`src/rtl/board_ctrl_if.sv`:
```
// Cursor/click inputs and game-state outputs exchanged between the mouse decoder,
// the tic-tac-toe sequencer and the VGA draw pipeline.
interface board_ctrl_if;
  logic       start_en;
  logic [3:0] hover_sq;
  logic       click;
  logic [8:0] square_en;
  logic [8:0] x_mask;
  logic [8:0] o_mask;
  logic       turn;
  logic       game_over;
  logic [1:0] winner;
  logic [7:0] win_line;

  modport master (
    output start_en, hover_sq, click,
    input  square_en, x_mask, o_mask, turn, game_over, winner, win_line
  );

  modport slave (
    input  start_en, hover_sq, click,
    output square_en, x_mask, o_mask, turn, game_over, winner, win_line
  );
endinterface

```
`src/rtl/board_ctrl.sv`:
```
// Tic-tac-toe sequencer: tracks X/O occupancy and turn, scans the eight lines after
// each move, and drives the per-square highlight enables (hover or blinking win line).
module board_ctrl #(
  parameter bit FIRST_PLAYER = 1'b0,
  parameter int BLINK_DIV    = 24
) (
  input  logic         pclk,
  input  logic         rst,
  board_ctrl_if.slave  bus
);

  localparam int BW = BLINK_DIV + 1;

  typedef enum logic [2:0] {
    S_IDLE,
    S_PLAY,
    S_CHECK,
    S_OVER,
    S_CLEAR
  } state_t;

  state_t         state;
  logic [8:0]     x_mask;
  logic [8:0]     o_mask;
  logic [8:0]     square_en;
  logic           turn;
  logic           game_over;
  logic [1:0]     winner;
  logic [7:0]     win_line;
  logic [2:0]     line_idx;
  logic           win_flag;
  logic [2:0]     win_idx;
  logic [BW-1:0]  blink;

  logic           hover_ok;
  logic [8:0]     hover_oh;
  logic           sq_free;
  logic [8:0]     mover_mask;
  logic [8:0]     cur_line;
  logic           line_hit;
  logic           win_final;
  logic [2:0]     line_final;
  logic           board_full;
  logic [BW-1:0]  blink_nx;

  // Squares of each line, bit k-1 = square K.
  function automatic logic [8:0] line_mask(input logic [2:0] idx);
    logic [8:0] m;
    case (idx)
      3'd0:    m = 9'h007;
      3'd1:    m = 9'h038;
      3'd2:    m = 9'h1C0;
      3'd3:    m = 9'h049;
      3'd4:    m = 9'h092;
      3'd5:    m = 9'h124;
      3'd6:    m = 9'h111;
      default: m = 9'h054;
    endcase
    return m;
  endfunction

  always_comb begin
    hover_ok   = (bus.hover_sq >= 4'd1) && (bus.hover_sq <= 4'd9);
    hover_oh   = hover_ok ? (9'd1 << (bus.hover_sq - 4'd1)) : 9'd0;
    sq_free    = hover_ok && (((x_mask | o_mask) & hover_oh) == 9'd0);
    mover_mask = turn ? o_mask : x_mask;
    cur_line   = line_mask(line_idx);
    line_hit   = (mover_mask & cur_line) == cur_line;
    // A hit on the current line outranks any earlier (lower-index) hit.
    win_final  = win_flag | line_hit;
    line_final = line_hit ? line_idx : win_idx;
    board_full = (x_mask | o_mask) == 9'h1FF;
    blink_nx   = blink + 1'b1;
  end

  always_ff @(posedge pclk) begin
    if (!rst) begin
      state     <= S_IDLE;
      x_mask    <= '0;
      o_mask    <= '0;
      square_en <= '0;
      turn      <= FIRST_PLAYER;
      game_over <= 1'b0;
      winner    <= 2'b00;
      win_line  <= '0;
      line_idx  <= '0;
      win_flag  <= 1'b0;
      win_idx   <= '0;
      blink     <= '0;
    end else if (!bus.start_en) begin
      // Leaving the game screen abandons the game; turn is left as it was.
      state     <= S_IDLE;
      x_mask    <= '0;
      o_mask    <= '0;
      square_en <= '0;
      game_over <= 1'b0;
      winner    <= 2'b00;
      win_line  <= '0;
      line_idx  <= '0;
      win_flag  <= 1'b0;
    end else begin
      case (state)
        S_IDLE: begin
          state     <= S_PLAY;
          x_mask    <= '0;
          o_mask    <= '0;
          square_en <= '0;
          turn      <= FIRST_PLAYER;
        end

        S_PLAY: begin
          if (bus.click && sq_free) begin
            if (turn) o_mask <= o_mask | hover_oh;
            else      x_mask <= x_mask | hover_oh;
            state     <= S_CHECK;
            line_idx  <= '0;
            win_flag  <= 1'b0;
            win_idx   <= '0;
            square_en <= '0;
          end else begin
            square_en <= sq_free ? hover_oh : 9'd0;
          end
        end

        S_CHECK: begin
          square_en <= '0;
          line_idx  <= line_idx + 3'd1;
          win_flag  <= win_final;
          win_idx   <= line_final;
          if (line_idx == 3'd7) begin
            if (win_final) begin
              state     <= S_OVER;
              game_over <= 1'b1;
              winner    <= turn ? 2'b10 : 2'b01;
              win_line  <= 8'd1 << line_final;
              blink     <= '0;
              square_en <= line_mask(line_final);
            end else if (board_full) begin
              state     <= S_OVER;
              game_over <= 1'b1;
              winner    <= 2'b11;
              win_line  <= '0;
              blink     <= '0;
            end else begin
              turn  <= ~turn;
              state <= S_PLAY;
            end
          end
        end

        S_OVER: begin
          if (bus.click) begin
            state     <= S_CLEAR;
            x_mask    <= '0;
            o_mask    <= '0;
            square_en <= '0;
            game_over <= 1'b0;
            winner    <= 2'b00;
            win_line  <= '0;
            turn      <= FIRST_PLAYER;
          end else begin
            // Counter phase low = lit, so the line shows immediately on entry.
            blink     <= blink_nx;
            square_en <= win_flag ? (line_mask(win_idx) & {9{~blink_nx[BW-1]}}) : 9'd0;
          end
        end

        S_CLEAR: begin
          state     <= S_PLAY;
          x_mask    <= '0;
          o_mask    <= '0;
          square_en <= '0;
          winner    <= 2'b00;
          win_line  <= '0;
          turn      <= FIRST_PLAYER;
        end

        default: state <= S_IDLE;
      endcase
    end
  end

  assign bus.square_en = square_en;
  assign bus.x_mask    = x_mask;
  assign bus.o_mask    = o_mask;
  assign bus.turn      = turn;
  assign bus.game_over = game_over;
  assign bus.winner    = winner;
  assign bus.win_line  = win_line;

endmodule
```
`src/flat_wrapper.sv`:
```
// flat-port wrapper written by rule: the top's interface ports become plain ports
module board_ctrl_flat 
#(
  parameter bit FIRST_PLAYER = 1'b0,
  parameter int BLINK_DIV    = 24
)
  (pclk, rst, bus_start_en, bus_hover_sq, bus_click, bus_square_en, bus_x_mask, bus_o_mask, bus_turn, bus_game_over, bus_winner, bus_win_line);
  board_ctrl_if bus_i ();
  input  logic pclk;
  input  logic rst;
  input wire logic [$bits(bus_i.start_en)-1:0] bus_start_en;
  input wire logic [$bits(bus_i.hover_sq)-1:0] bus_hover_sq;
  input wire logic [$bits(bus_i.click)-1:0] bus_click;
  output wire logic [$bits(bus_i.square_en)-1:0] bus_square_en;
  output wire logic [$bits(bus_i.x_mask)-1:0] bus_x_mask;
  output wire logic [$bits(bus_i.o_mask)-1:0] bus_o_mask;
  output wire logic [$bits(bus_i.turn)-1:0] bus_turn;
  output wire logic [$bits(bus_i.game_over)-1:0] bus_game_over;
  output wire logic [$bits(bus_i.winner)-1:0] bus_winner;
  output wire logic [$bits(bus_i.win_line)-1:0] bus_win_line;
  assign bus_i.start_en = bus_start_en;
  assign bus_i.hover_sq = bus_hover_sq;
  assign bus_i.click = bus_click;
  assign bus_square_en = bus_i.square_en;
  assign bus_x_mask = bus_i.x_mask;
  assign bus_o_mask = bus_i.o_mask;
  assign bus_turn = bus_i.turn;
  assign bus_game_over = bus_i.game_over;
  assign bus_winner = bus_i.winner;
  assign bus_win_line = bus_i.win_line;
  board_ctrl #(.FIRST_PLAYER(FIRST_PLAYER), .BLINK_DIV(BLINK_DIV)) u_core (.pclk(pclk), .rst(rst), .bus(bus_i));
endmodule
```
`config.mk`:
```
export PLATFORM = sky130hd
export DESIGN_NAME = board_ctrl_flat
export DESIGN_NICKNAME = d
export VERILOG_FILES = /design/src/rtl/board_ctrl_if.sv /design/src/rtl/board_ctrl.sv /design/src/flat_wrapper.sv
export SDC_FILE = /design/constraint.sdc
export NUM_CORES = 1
export LEC_CHECK = 0
export BUFFER_PORTS_ARGS = -buffer_cell sky130_fd_sc_hd__buf_4
export CAP_MARGIN = 20
export CELL_PAD_IN_SITES_DETAIL_PLACEMENT = 2
export CELL_PAD_IN_SITES_GLOBAL_PLACEMENT = 2
export CORE_ASPECT_RATIO = 1.2
export CORE_MARGIN = 2
export CORE_UTILIZATION = 24
export DETAILED_ROUTE_END_ITERATION = 16
export PLACE_DENSITY = 0.72
export SKIP_CTS_REPAIR_TIMING = 1
export SLEW_MARGIN = 20
export SYNTH_ARGS = -nofsm -noshare
export SYNTH_HDL_FRONTEND = slang
export SYNTH_SLANG_ARGS = --single-unit
```
`constraint.sdc`:
```
create_clock -name pclk -period 2.99 [get_ports pclk]
set_input_delay 0.299 -clock pclk [delete_from_list [all_inputs] [get_ports pclk]]
set_output_delay 0.299 -clock pclk [all_outputs]
set_load 0.05 [all_outputs]
```
Word level (Yosys, flattened, before mapping)
Index checks and enable logic that the tools add are counted.
Storage, ports and cells
  register bits: 74
  output and inout port bits: 39
  word-level logic and storage cells: 147
Operators by class
  add/subtract/negate cells: 3
  $lt $le $gt $ge: 2
  equal/unequal tests: 34
  shift operators: 2
  mux-type cells: 60
  bitwise logic cells: 9
  reduce and logical (&&, ||, !) cells: 25
Operators with widths (number)
  $pmux 9 s7: 3
  $mux 9: 17
  $mux 25: 4
  $pmux 9 s3: 2
  $pmux 25 s2: 1
  $pmux 9 s4: 1
  $eq 3x3->1 const B: 11
  $mux 8: 4
  $and 9x9->9: 3
  $or 9x9->9: 3
  $add 25x1->25 const B: 1
  $eq 3x2->1 const B: 8
  $pmux 8 s3: 1
  $mux 3: 6
  $reduce_and 4->1: 4
  $eq 3x1->1 const B: 4
  $logic_not 3->1: 4
  $mux 2: 6
  $pmux 3 s2: 2
  $pmux 3 s4: 1
  $ne 2x2->1 const B: 5
  $eq 9x9->1: 1
  $eq 9x9->1 const B: 1
  $logic_not 9->1: 1
  23 further kinds: 41

Depth between registers and ports, before layout
Gate-level depths: netlist of run 1.
  depth in word-level cells: 10
  gate-level depth with buffers: 12
  gate-level depth less buffers: 9

Worst setup path after synthesis of run 1
Ideal clock, no wire load.
  path type: register to register
  start point: reg u_core.line_idx[0]
  end point: reg u_core.square_en[6], in the netlist u_core.bus.square_en[6]
  library setup time: 0.126 ns
  arrival: 2.796 ns
  setup slack: 0.068 ns
  cell stages (with the launch flop): 12
  buffers on the path: 2
  period minus slack after synthesis: 2.922 ns
  cells stage by stage: dfxtp_1 > clkinv_1 > ha_1 > clkbuf_1 > nor2b_1 > o31ai_2 > o311ai_2 > a211oi_4 > buf_6 > mux2_2 > a222oi_1 > a21oi_1
On the way
  word-level cells in the longest chain between the ends: 10
RTL lines
  start, declared: RTL line board_ctrl.sv:30  | logic [2:0] line_idx;
  start signal, assigned: RTL line board_ctrl.sv:127  | line_idx <= line_idx + 3'd1;
  $eq 3x3->1, or another cell as far along: RTL line board_ctrl.sv:49  | case (idx)
  $pmux 9 s7: RTL line board_ctrl.sv:49
  $and 9x9->9: RTL line board_ctrl.sv:68  | line_hit = (mover_mask & cur_line) == cur_line;
  $eq 9x9->1: RTL line board_ctrl.sv:68
  $mux 3: RTL line board_ctrl.sv:71  | line_final = line_hit ? line_idx : win_idx;
  $eq 3x3->1, or another cell as far along: RTL line board_ctrl.sv:49
  $pmux 9 s7: RTL line board_ctrl.sv:49
  $mux 9: RTL line board_ctrl.sv:131  | if (win_final) begin
  $mux 9 (*): RTL line board_ctrl.sv:130  | if (line_idx == 3'd7) begin
  $pmux 9 s4 (*): RTL line board_ctrl.sv:102  | case (state)
  end signal, assigned: RTL line board_ctrl.sv:121  | square_en <= sq_free ? hover_oh : 9'd0;
  end signal, assigned: RTL line board_ctrl.sv:137  | square_en <= line_mask(line_final);
  end signal, assigned: RTL line board_ctrl.sv:164  | square_en <= win_flag ? (line_mask(win_idx) & {9{~blink_nx[BW-1]}}) : 9'd0;
  end, declared: RTL line board_ctrl.sv:25  | logic [8:0] square_en;
Mark *: on every way between the ends. The rest lies on a longest branch, timed or not.
A chain may end at the register's enable or synchronous reset.

Worst setup path after layout of run 1
  start point: reg u_core.line_idx[1]
  end point: reg u_core.blink[21]
On the way
  word-level cells in the longest chain between the ends: 8
RTL lines
  $eq 3x3->1, or another cell as far along: RTL line board_ctrl.sv:49
  $pmux 9 s7: RTL line board_ctrl.sv:49
  $and 9x9->9: RTL line board_ctrl.sv:68
  $eq 9x9->1: RTL line board_ctrl.sv:68
  $or 1x1->1: RTL line board_ctrl.sv:70  | win_final = win_flag | line_hit;
  $mux 25: RTL line board_ctrl.sv:131
  $mux 25: RTL line board_ctrl.sv:130
  $pmux 25 s2: RTL line board_ctrl.sv:102
  end signal, assigned: RTL line board_ctrl.sv:163  | blink <= blink_nx;
  end, declared: RTL line board_ctrl.sv:33  | logic [BW-1:0] blink;
Several ways; a longest one is shown, not always the timed one. The select of a mux whose other input is x is not followed.

==> results of run 1 <==
-- metal layers --
| layer | share of wire, % | track usage, % |
|---|---|---|
| met5 | 0 | 0 |
| met4 | 4.0 | 8.74 |
| met3 | 2.6 | 2.59 |
| met2 | 51 | 30.5 |
| met1 | 42 | 18.8 |
-- tightest hold or removal path, stage by stage --
cell     delay, ns
buf_4         0.15
nand2_1       0.09
a21oi_1       0.05
-- sequential cells by signal (all words and copies together) (netlist names) --
name and flops:
u_core.blink 25, u_core.bus.win_line 8, u_core.bus.game_over 1, u_core.win_flag 1, u_core.state 3, u_core.line_idx 3
u_core.bus.o_mask 9, u_core.bus.turn 1, u_core.bus.square_en 9, u_core.bus.x_mask 9, u_core.win_idx 3, u_core.bus.winner 2
-- Yosys cell counts, types with 6 or more instances --
master / instances / share of area, %
inv_1: 13 / 1.1
nand2_1: 32 / 2.8
mux2_2: 6 / 1.6
o21ai_0: 35 / 4.1
or3_1: 13 / 1.9
a31oi_1: 12 / 1.8
nor3_1: 20 / 2.3
xor2_1: 9 / 1.8
a22oi_1: 8 / 1.4
ha_1: 9 / 2.6
o2bb2ai_1: 10 / 2.0
mux2i_1: 16 / 3.7
clkbuf_1: 20 / 1.8
dfxtp_1: 74 / 35
nand3_1: 12 / 1.4
nor2_1: 64 / 5.6
buf_2: 8 / 0.94
and3_1: 11 / 1.6
nand4_1: 12 / 1.8
a21oi_1: 45 / 5.3
xnor2_1: 6 / 1.2
-- kinds of logic after synthesis --
logic type,synth area share [%]
multiplexers,5.32
adder cells (fa/ha/maj),2.63
AND/OR/NAND/NOR,23.3
XOR/XNOR,3.07
buffers and inverters,5.06
AO/OA/AOI/OAI,25.9
flip-flops,34.6
-- worst max-delay path by stage --
stage | from | endpoint | slack [ns] | cells past startpoint
6_report | u_core.line_idx[1] | u_core.blink[21] | 0.16 | 10
5_1_grt | u_core.line_idx[1] | u_core.blink[10] | -0.005 | 11
4_1_cts | u_core.line_idx[1] | u_core.blink[21] | 0.003 | 10
3_5_place_dp | u_core.line_idx[1] | u_core.blink[21] | 0.02 | 10
3_3_place_gp | u_core.line_idx[1] | u_core.bus.win_line[5] | 0.27 | 10
2_1_floorplan | u_core.line_idx[0] | u_core.bus.square_en[6] | 0.07 | 11
-- cells in the final DEF, fill, tap and decap left out, types with 4 or more instances in the layout --
cell,n
a21o_1,4
dfxtp_1,73
xnor2_1,6
o2111ai_1,5
xor2_1,9
buf_4,72
o2bb2ai_1,10
or3_1,13
ha_1,5
clkbuf_16,9
nand3_1,12
a31oi_1,12
and2_1,4
nand4_1,12
o21ai_0,35
nand2_1,32
mux2i_1,16
nor3_1,19
and3_1,11
a22oi_1,8
inv_1,13
mux2_2,6
clkinv_2,5
o31ai_1,5
nor2_1,64
a21oi_1,45
-- area by class of cell --
cell class | instances | area (um^2) | share of cell area [%]
inverter | 15 | 56.3 | 1.06
tap | 220 | 275 | 5.20
sequential | 74 | 1480 | 28.0
clock inverter | 6 | 32.5 | 0.614
timing repair buffer | 74 | 581 | 11.0
multi-input combinational | 404 | 2630 | 49.6
clock buffer | 10 | 239 | 4.51
-- per-stage QoR --
stage / setup slack [ns] / setup TNS, ns / power (uW) / hold WS, ns
floorplan: 0.0683 / 0 / 1100 / 0.454
global placement: 0.275 / 0 / 1150 / 0.453
detailed placement: 0.0234 / 0 / 1160 / 0.453
CTS: 0.00275 / 0 / 2200 / 0.272
global route: -0.00495 / -0.0130 / 2250 / 0.312
finish: 0.160 / 0 / 2160 / 0.289
-- power breakdown --
group / switching, uW / internal, uW / total (uW)
Clock: 452 / 577 / 1030
Sequential: 5.68 / 989 / 995
Combinational: 92.8 / 47.2 / 140
Total: 551 / 1610 / 2160
==> summary.txt, run 1 <==
Clock tree
  • CTS sink cnt: 74
  • CTS Root Cell: clkbuf_16
  • CTS tree: done
  • H-tree depth: 3
  • Worst-path clk slew: 0.06 ns
  • Worst-Skew Late Latency: 0.35 ns
  • CTS Buf Count: 9
  • CTS max path bufs: 2

Floorplan
  • Die X: 126 um
  • Core Region: 17,500 um^2
  • Row count: 53
  • Die Area: 18,900 um^2
  • Die Height: 150 um
  • IO Pins: 47
  • Initial Utilization: 24.4%

Hold path
  • Worst Hold Endpoint: u_core.blink[24]
  • Hold WC Path Type: in2reg
  • Number of cells on the worst hold path: 3
  • Hold Path Origin: rst

Finish
  • FILL cells: 2,025
  • Layout cells sized above 1: 21.1%
  • Final nets: 595
  • Ant. Diodes: 0
  • Finished Core Util: 30.2%
  • Non-Filler Instances: 803
  • Post-route cell area: 5300 um^2
  • Area grow syn2layout: 23.8%

Global route
  • First-pass GRT wire length: 25,200 um
  • Overflow after GRT: 0
  • Largest net degree at the start of global routing: 23
  • Vias in the first global route: 4,706
  • Initial antenna violation count: 0
  • Global-route usage over all layers: 16.7%

Setup path
  • R2r setup slk: 0.16 ns
  • Worst Path Buf+Inv: 1
  • RR Endpoint: u_core.blink[21]
  • Setup CP Type: reg2reg
  • Max incr delay on CP: 0.54 ns
  • Worst Path Max Fanout: 22
  • Critical Path, Cell by Cell: ha_1 -> ha_2 -> nor3_1 -> nor3_1 -> o311ai_2 -> a211oi_4 -> buf_12 -> o21ai_2 -> or4_1 -> a21oi_1
  • Slowest cell on crit path: or4_1
  • Worst Path Arrival: 3.11 ns
  • Crit end category: register
  • CP top delay family: simple AND/OR/NAND/NOR gates
  • Worst R2R Path Depth: 10
  • Most repeated library cell on the critical path: nor3_1
  • Reg2Reg Launch Point: u_core.line_idx[1]
  • Critical path required time: 3.27 ns
  • Startpoint types: register

STA
  • F_max: 353 MHz
  • Setup violators final: 0
  • Final min period: 2.83 ns
  • Worst Tran Pin Value: 1.07 ns
  • Tcrit/Tclk final: 94.7%
  • Max Transition Viols Final: 0
  • Clk_skew: 0.0104 ns
  • Slew headroom: 27.4%
  • Final Hold Vio Count: 0

Place
  • DPL Wire Length: 11,700 um
  • GP Congestion: 0.830
  • Area after DPL: 4970 um^2
  • IO buf count: 46
  • Placed Cells: 787

Route
  • First-pass DRT Iterations: 4
  • Routed Antenna Nets: 0
  • Final wirelength: 15,400 um
  • Number of vias per cell: 5.36
  • Detailed-route via count: 4,307
  • Avg WL per Cell: 19.2 um
  • 1st-iter DRT viols: 186
  • Remaining DRCs: 0

Synthesis
  • Synth Net Count: 542
  • FF+latch count, synth: 74
  • Register area share after synthesis: 34.6%
  • Yosys warns: 0
  • Post-synth EDFFs: 0
  • Yosys cell types: 64
  • Syn Area/Cell: 8.15 um^2
  • Post-synth ARST share: 0%
  • Main synth FF type: dfxtp_1
  • Gate count of the mapped netlist: 525
  • Cell Area, Synth: 4280 um^2

Status
  • Status: finished, final reports clean

Job
  • Max_cap viols: 0

Power
  • Cell Pwr Density: 409 nW/um^2
  • Leakage power: 0.00188 uW
  • Peak VDD IR: 0.262 mV
Note: power is estimated with default switching activity, not from simulation.
==> run 2, diff against run 1 <==
ABC_AREA = 1   (was unset)
PLACE_DENSITY = 0.76   (was 0.72)
SETUP_SLACK_MARGIN = 0.4   (was unset)
==> run 2 against run 1 <==
Compared with the run above: clock skew decreased by 0.00094 ns; hold slack got worse by 0.074 ns; critical endpoint is now u_core.blink[0]; cell area increased by 11%; worst setup slack improved by 0.40 ns; via count increased by 16%; largest power group unchanged.
==> summary.txt, run 2 <==
Status
  • Status: finished, final reports clean

Finish
  • Biggest register: u_core.blink
  • Area grow syn2layout: 24.4%
  • Ant. Diodes: 0
  • Finished Core Util: 30.3%
  • Post-route cell area: 5880 um^2
  • Max FFs per register: 25
  • Most frequent cells in the layout: nand2_1, nor2_1, inv_1
  • Layout cells sized above 1: 21.4%
  • Most common cell after layout, fill and taps aside: nand2_1
  • Final nets: 784

Route
  • Remaining DRCs: 0
  • Wire length on met3: 329 um
  • Highest routed layer: met4
  • Final wirelength: 17,700 um
  • M1 WL: 7120 um
  • Number of vias per cell: 4.83
  • 1st-iter DRT viols: 126
  • Detailed-route via count: 4,988
  • Avg WL per Cell: 17.1 um
  • Routed Antenna Nets: 0
  • First-pass DRT Iterations: 4
  • WL met2: 9850 um

Synthesis
  • Cell Area, Synth: 4720 um^2
  • Main synth FF type: dfxtp_1
  • Gate count of the mapped netlist: 706
  • Synth Net Count: 723
  • Post-synth EDFFs: 0
  • Yosys warns: 0
  • Leading area contributor after synthesis: dfxtp_1
  • Yosys cell types: 39
  • FF+latch count, synth: 74
  • Post-synth ARST share: 0%
  • Count leader, synth: nand2_1
  • Syn Area/Cell: 6.69 um^2
  • Commonest cells post-synth: nand2_1, nor2_1, inv_1, dfxtp_1, nand3_1
  • Register area share after synthesis: 31.4%
  • Yosys top cell area share: 31.4%
  • Top post-synthesis cells by area: dfxtp_1, nand2_1, nor2_1

Global route
  • First-pass GRT wire length: 28,200 um
  • Initial antenna violation count: 0
  • Overflow after GRT: 0
  • Largest net degree at the start of global routing: 28
  • Global-route usage over all layers: 17.2%
  • Vias in the first global route: 5,326

Setup path
  • Startpoint types: register
  • Setup CP Type: reg2reg
  • Slowest cell on crit path: dfxtp_4
  • Worst Path Max Fanout: 8
  • Critical Path, Cell by Cell: inv_4 -> ha_4 -> buf_4 -> a21oi_4 -> nand3_2 -> nand2_2 -> nand3_2 -> nor2_4 -> nand2_4 -> nand2_4 -> inv_2 -> nand2_4 -> nand2_8 -> clkinv_8 -> nand2_8 -> o21ai_4 -> nor2_1
  • Max incr delay on CP: 0.39 ns
  • Critical path required time: 3.24 ns
  • Most repeated library cell on the critical path: nand2_4
  • Crit end category: register
  • Worst Path Arrival: 2.68 ns

Clock tree
  • CTS sink cnt: 74
  • CTS Root Cell: clkbuf_16
  • H-tree depth: 3
  • CTS tree: done
  • CTS max path bufs: 2
  • Worst-path clk slew: 0.06 ns
  • Worst-Skew Late Latency: 0.36 ns
  • CTS Buf Count: 9

Place
  • Worst slack at placement: 0.224 ns
  • Area after DPL: 5360 um^2
  • DPL Wire Length: 13,200 um
  • GP Congestion: 0.818
  • IO buf count: 46

Power
  • Cell Pwr Density: 413 nW/um^2
  • Leakage power: 0.00234 uW
  • Peak VDD IR: 0.280 mV

STA
  • Worst Tran Pin Value: 0.766 ns
  • Setup ws final: 0.559 ns
  • Hold slack: 0.215 ns
  • Setup violators final: 0
  • Final min period: 2.43 ns
  • Clk_skew: 0.00943 ns
  • Final Hold Vio Count: 0
  • F_max: 411 MHz
  • Tcrit/Tclk final: 81.3%
  • Max Transition Viols Final: 0
  • Unrepaired setup endpoints after global routing: no
  • Setup TNS: 0 ns
  • Slew headroom: 48.5%

Floorplan
  • Core Region: 19,400 um^2
  • IO Pins: 47
  • Initial Utilization: 24.3%
  • Die X: 132 um
  • Die Height: 158 um
  • Row count: 56
  • Die Area: 20,800 um^2

Job
  • Max_cap viols: 0

Hold path
  • Hold WC Path Type: in2reg
[run 2: cell count changes after synthesis, moves of 13 or more]
| cell | change |
|---|---|
| nand2_1 | +106 |
| inv_1 | +65 |
| nand3_1 | +53 |
| nor2_1 | +34 |
| mux2i_1 | -16 |
| nand2_2 | +15 |
| or3_1 | -13 |
| xor2_1 | +13 |
[run 2: cell type report]
type	instances	area, um^2
well taps	261	327
clock inverters	6	66.3
fillers	2339	13500
repair inverters	2	17.5
clock buffers	10	239
repair buffers	65	500
flip-flops and latches	74	1490
inverters	86	343
multi-input cells	529	2890
[run 2: worst paths after layout]
kind,startpoint,end,slack (ns),cells after the start
hold reg to reg,u_core.bus.game_over,u_core.bus.game_over,0.47,2
setup reg to reg,u_core.line_idx[0],u_core.blink[0],0.56,17
setup / recovery,u_core.line_idx[0],u_core.blink[0],0.56,17
hold / removal,rst,u_core.blink[24],0.22,3
[run 2: logic make-up (layout without fill, tap and decap cells)]
family          after synthesis  in the layout  share of synthesized area, %
fa+ha+maj                     9              9                          2.38
compound gates              121            121                          15.8
buf+inv                     105            169                          10.1
xor+xnor                     23             23                          4.26
simple gates                374            376                          36.1
flops                        74             74                          31.4
[run 2: power breakdown]
group	switching [uW]	internal, uW	total, uW
Sequential	10.4	992	1000
Combinational	191	81.6	272
Clock	485	671	1160
[run 2: metrics by stage]
stage               cells  power [uW]
floorplan             706        1190
global placement     1009        1260
detailed placement   1009        1270
CTS                  1025        2440
global route         1033        2530
finish               1033        2430
[run 2: critical path, delay by kind of cell (launching register included)]
kind | cells | cell delay, ns
adders and majority gates | 1 | 0.16
DFF | 1 | 0.39
buffers and inverters | 4 | 0.40
and+or+nand+nor | 10 | 1.03
AOI/OAI and AO/OA | 2 | 0.35
[run 2: per-layer routing]
metal,global-route usage (%),vias up
li1,-,2445
met2,33.3,60
met5,0,-
met4,7.61,0
met3,2.24,24
met1,18.5,2459
==> run 3, diff against run 2 <==
clock period = 2.2 ns   (was 2.99 ns; I/O delays follow)
==> run 3 against run 2 <==
Compared with the run above: the flow now finishes with violations (negative setup slack); total power increased by 38%; sequential power rose by 36%; highest routed layer unchanged; hold slack got worse by 0.083 ns; register-to-register slack got worse by 0.78 ns; worst setup slack lost 0.78 ns; final cell count rose by 7.8%.
==> summary.txt, run 3 (synthesis results as in run 2) <==
Hold path
  • Worst Hold Endpoint: u_core.bus.turn
  • Number of cells on the worst hold path: 3
  • Hold WC Path Type: in2reg
  • Hold Path Origin: rst

Setup path
  • Critical path required time: 2.45 ns
  • Worst Path Buf+Inv: 4
  • RR Endpoint: u_core.bus.square_en[0]
  • CP top delay family: simple AND/OR/NAND/NOR gates
  • Slowest cell on crit path: dfxtp_4
  • Worst Path Arrival: 2.67 ns
  • Startpoint types: register
  • Most repeated library cell on the critical path: nand2_1
  • Critical Path, Cell by Cell: inv_4 -> ha_4 -> nand2_1 -> inv_1 -> o221ai_1 -> nand2_1 -> nor2_4 -> buf_6 -> nand3_1 -> nand2_2 -> nand2_4 -> nand2_2 -> nand2_1 -> nand2_1 -> nand3_1 -> nand2_1 -> inv_1
  • Setup CP Type: reg2reg
  • Worst R2R Path Depth: 17
  • Reg2Reg Launch Point: u_core.line_idx[1]
  • Worst Path Max Fanout: 5
  • R2r setup slk: -0.22 ns
  • Max incr delay on CP: 0.40 ns
  • Crit end category: register

STA
  • Hold slack: 0.133 ns
  • Setup ws final: -0.217 ns
  • Setup violators final: 45
  • Tcrit/Tclk final: 110%
  • Final Hold Vio Count: 0
  • Unrepaired setup endpoints after global routing: yes
  • F_max: 414 MHz
  • Clk_skew: 0.00965 ns
  • Slew headroom: 36.5%
  • Final min period: 2.42 ns
  • Setup TNS: -5.83 ns
  • Worst Tran Pin Value: 0.947 ns
  • Max Transition Viols Final: 0

Power
  • Peak VDD IR: 0.323 mV
  • Cell Pwr Density: 484 nW/um^2
  • Leakage power: 0.00286 uW

Clock tree
  • Worst-Skew Late Latency: 0.35 ns
  • H-tree depth: 3
  • CTS tree: done
  • CTS Buf Count: 9
  • CTS Root Cell: clkbuf_16
  • Worst-path clk slew: 0.06 ns
  • CTS sink cnt: 74
  • CTS max path bufs: 2

Job
  • Max_cap viols: 0

Place
  • Worst slack at placement: -0.130 ns
  • DPL Wire Length: 15,000 um
  • GP Congestion: 0.848
  • IO buf count: 46

Route
  • Remaining DRCs: 0
  • 1st-iter DRT viols: 172
  • Routed Antenna Nets: 0
  • First-pass DRT Iterations: 4
  • Number of vias per cell: 4.85
  • Final wirelength: 21,300 um
  • Avg WL per Cell: 19.1 um
  • Detailed-route via count: 5,403

Global route
  • Largest net degree at the start of global routing: 27
  • Initial antenna violation count: 0
  • Global-route usage over all layers: 18.8%
  • First-pass GRT wire length: 30,700 um
  • Vias in the first global route: 5,833
  • Overflow after GRT: 0

Floorplan
  • Die Height: 158 um
  • IO Pins: 47
  • Die Area: 20,800 um^2
  • Initial Utilization: 24.3%
  • Row count: 56
  • Core Region: 19,400 um^2
  • Die X: 132 um

Finish
  • Most frequent cells in the layout: buf_4, nand2_1, nor2_1
  • Area grow syn2layout: 46.2%
  • FILL cells: 2,259
  • Max FFs per register: 25
  • Biggest register: u_core.blink
  • Ant. Diodes: 0
  • Layout cells sized above 1: 37.4%
  • Most common cell after layout, fill and taps aside: buf_4
  • Final nets: 865

Status
  • Status: complete, but fails checks
  • Failing checks: negative setup slack
==> run 3: changes by cell type in the layout (fill, tap and decap cells not counted), sizes merged <==
cell      previous run  this run
inv                 86        84
clkbuf              10        13
clkinvlp             0         2
clkinv               7         4
buf                 65       148
nand2              159       157
==> run 3: routing by layer <==
layer / GRT usage [%] / vias up / wire [um]
met5: 0 / - / 0
met4: 8.80 / 0 / 693
met3: 2.50 / 36 / 447
met2: 37.0 / 82 / 11900
met1: 19.6 / 2694 / 8270
li1: - / 2591 / -
==> run 3: area by class of cell <==
type	count	area (um^2)	share of cell area [%]
Inverter	86	349	5.05
Multi-Input combinational cell	527	3180	46.1
Tap cell	261	327	4.73
Sequential cell	74	1520	22.0
Clock buffer	11	243	3.51
Timing Repair Buffer	150	1230	17.9
Clock inverter	5	53.8	0.779
==> run 3: per-stage QoR <==
step / instances / total power (uW) / instance area [um^2] / utilization, %
3_5_place_dp: 1086 / 1770 / 6100 / 31.4
4_1_cts: 1102 / 3330 / 6400 / 33.0
2_1_floorplan: 706 / 1630 / 4850 / -
3_3_place_gp: 1086 / 1760 / 6100 / 31.4
6_report: 1114 / 3350 / 6910 / 35.6
5_1_grt: 1114 / 3470 / 6910 / 35.6
==> run 3: power by group <==
part | leakage (uW) | internal, uW | total, uW | switching, uW
Combinational | 0.00210 | 152 | 436 | 284
Clock | 0.000146 | 908 | 1550 | 638
Sequential | 0.000609 | 1350 | 1360 | 16.6
Total | 0.00286 | 2410 | 3350 | 939
==> run 3: how the worst max path moves through the flow <==
stage	endpoint	start	cells after the start
finish	u_core.bus.square_en[0]	u_core.line_idx[1]	17
global route	u_core.bus.square_en[0]	u_core.line_idx[0]	20
CTS	u_core.bus.square_en[6]	u_core.line_idx[0]	18
detailed placement	u_core.blink[7]	u_core.line_idx[0]	19
global placement	u_core.bus.square_en[6]	u_core.line_idx[0]	18
floorplan	u_core.blink[7]	u_core.line_idx[1]	17
==> run 3: worst min-delay path, cell delays in order <==
cell     delay [ns]
buf_4          0.13
nand2_1        0.05
nor2_1         0.04
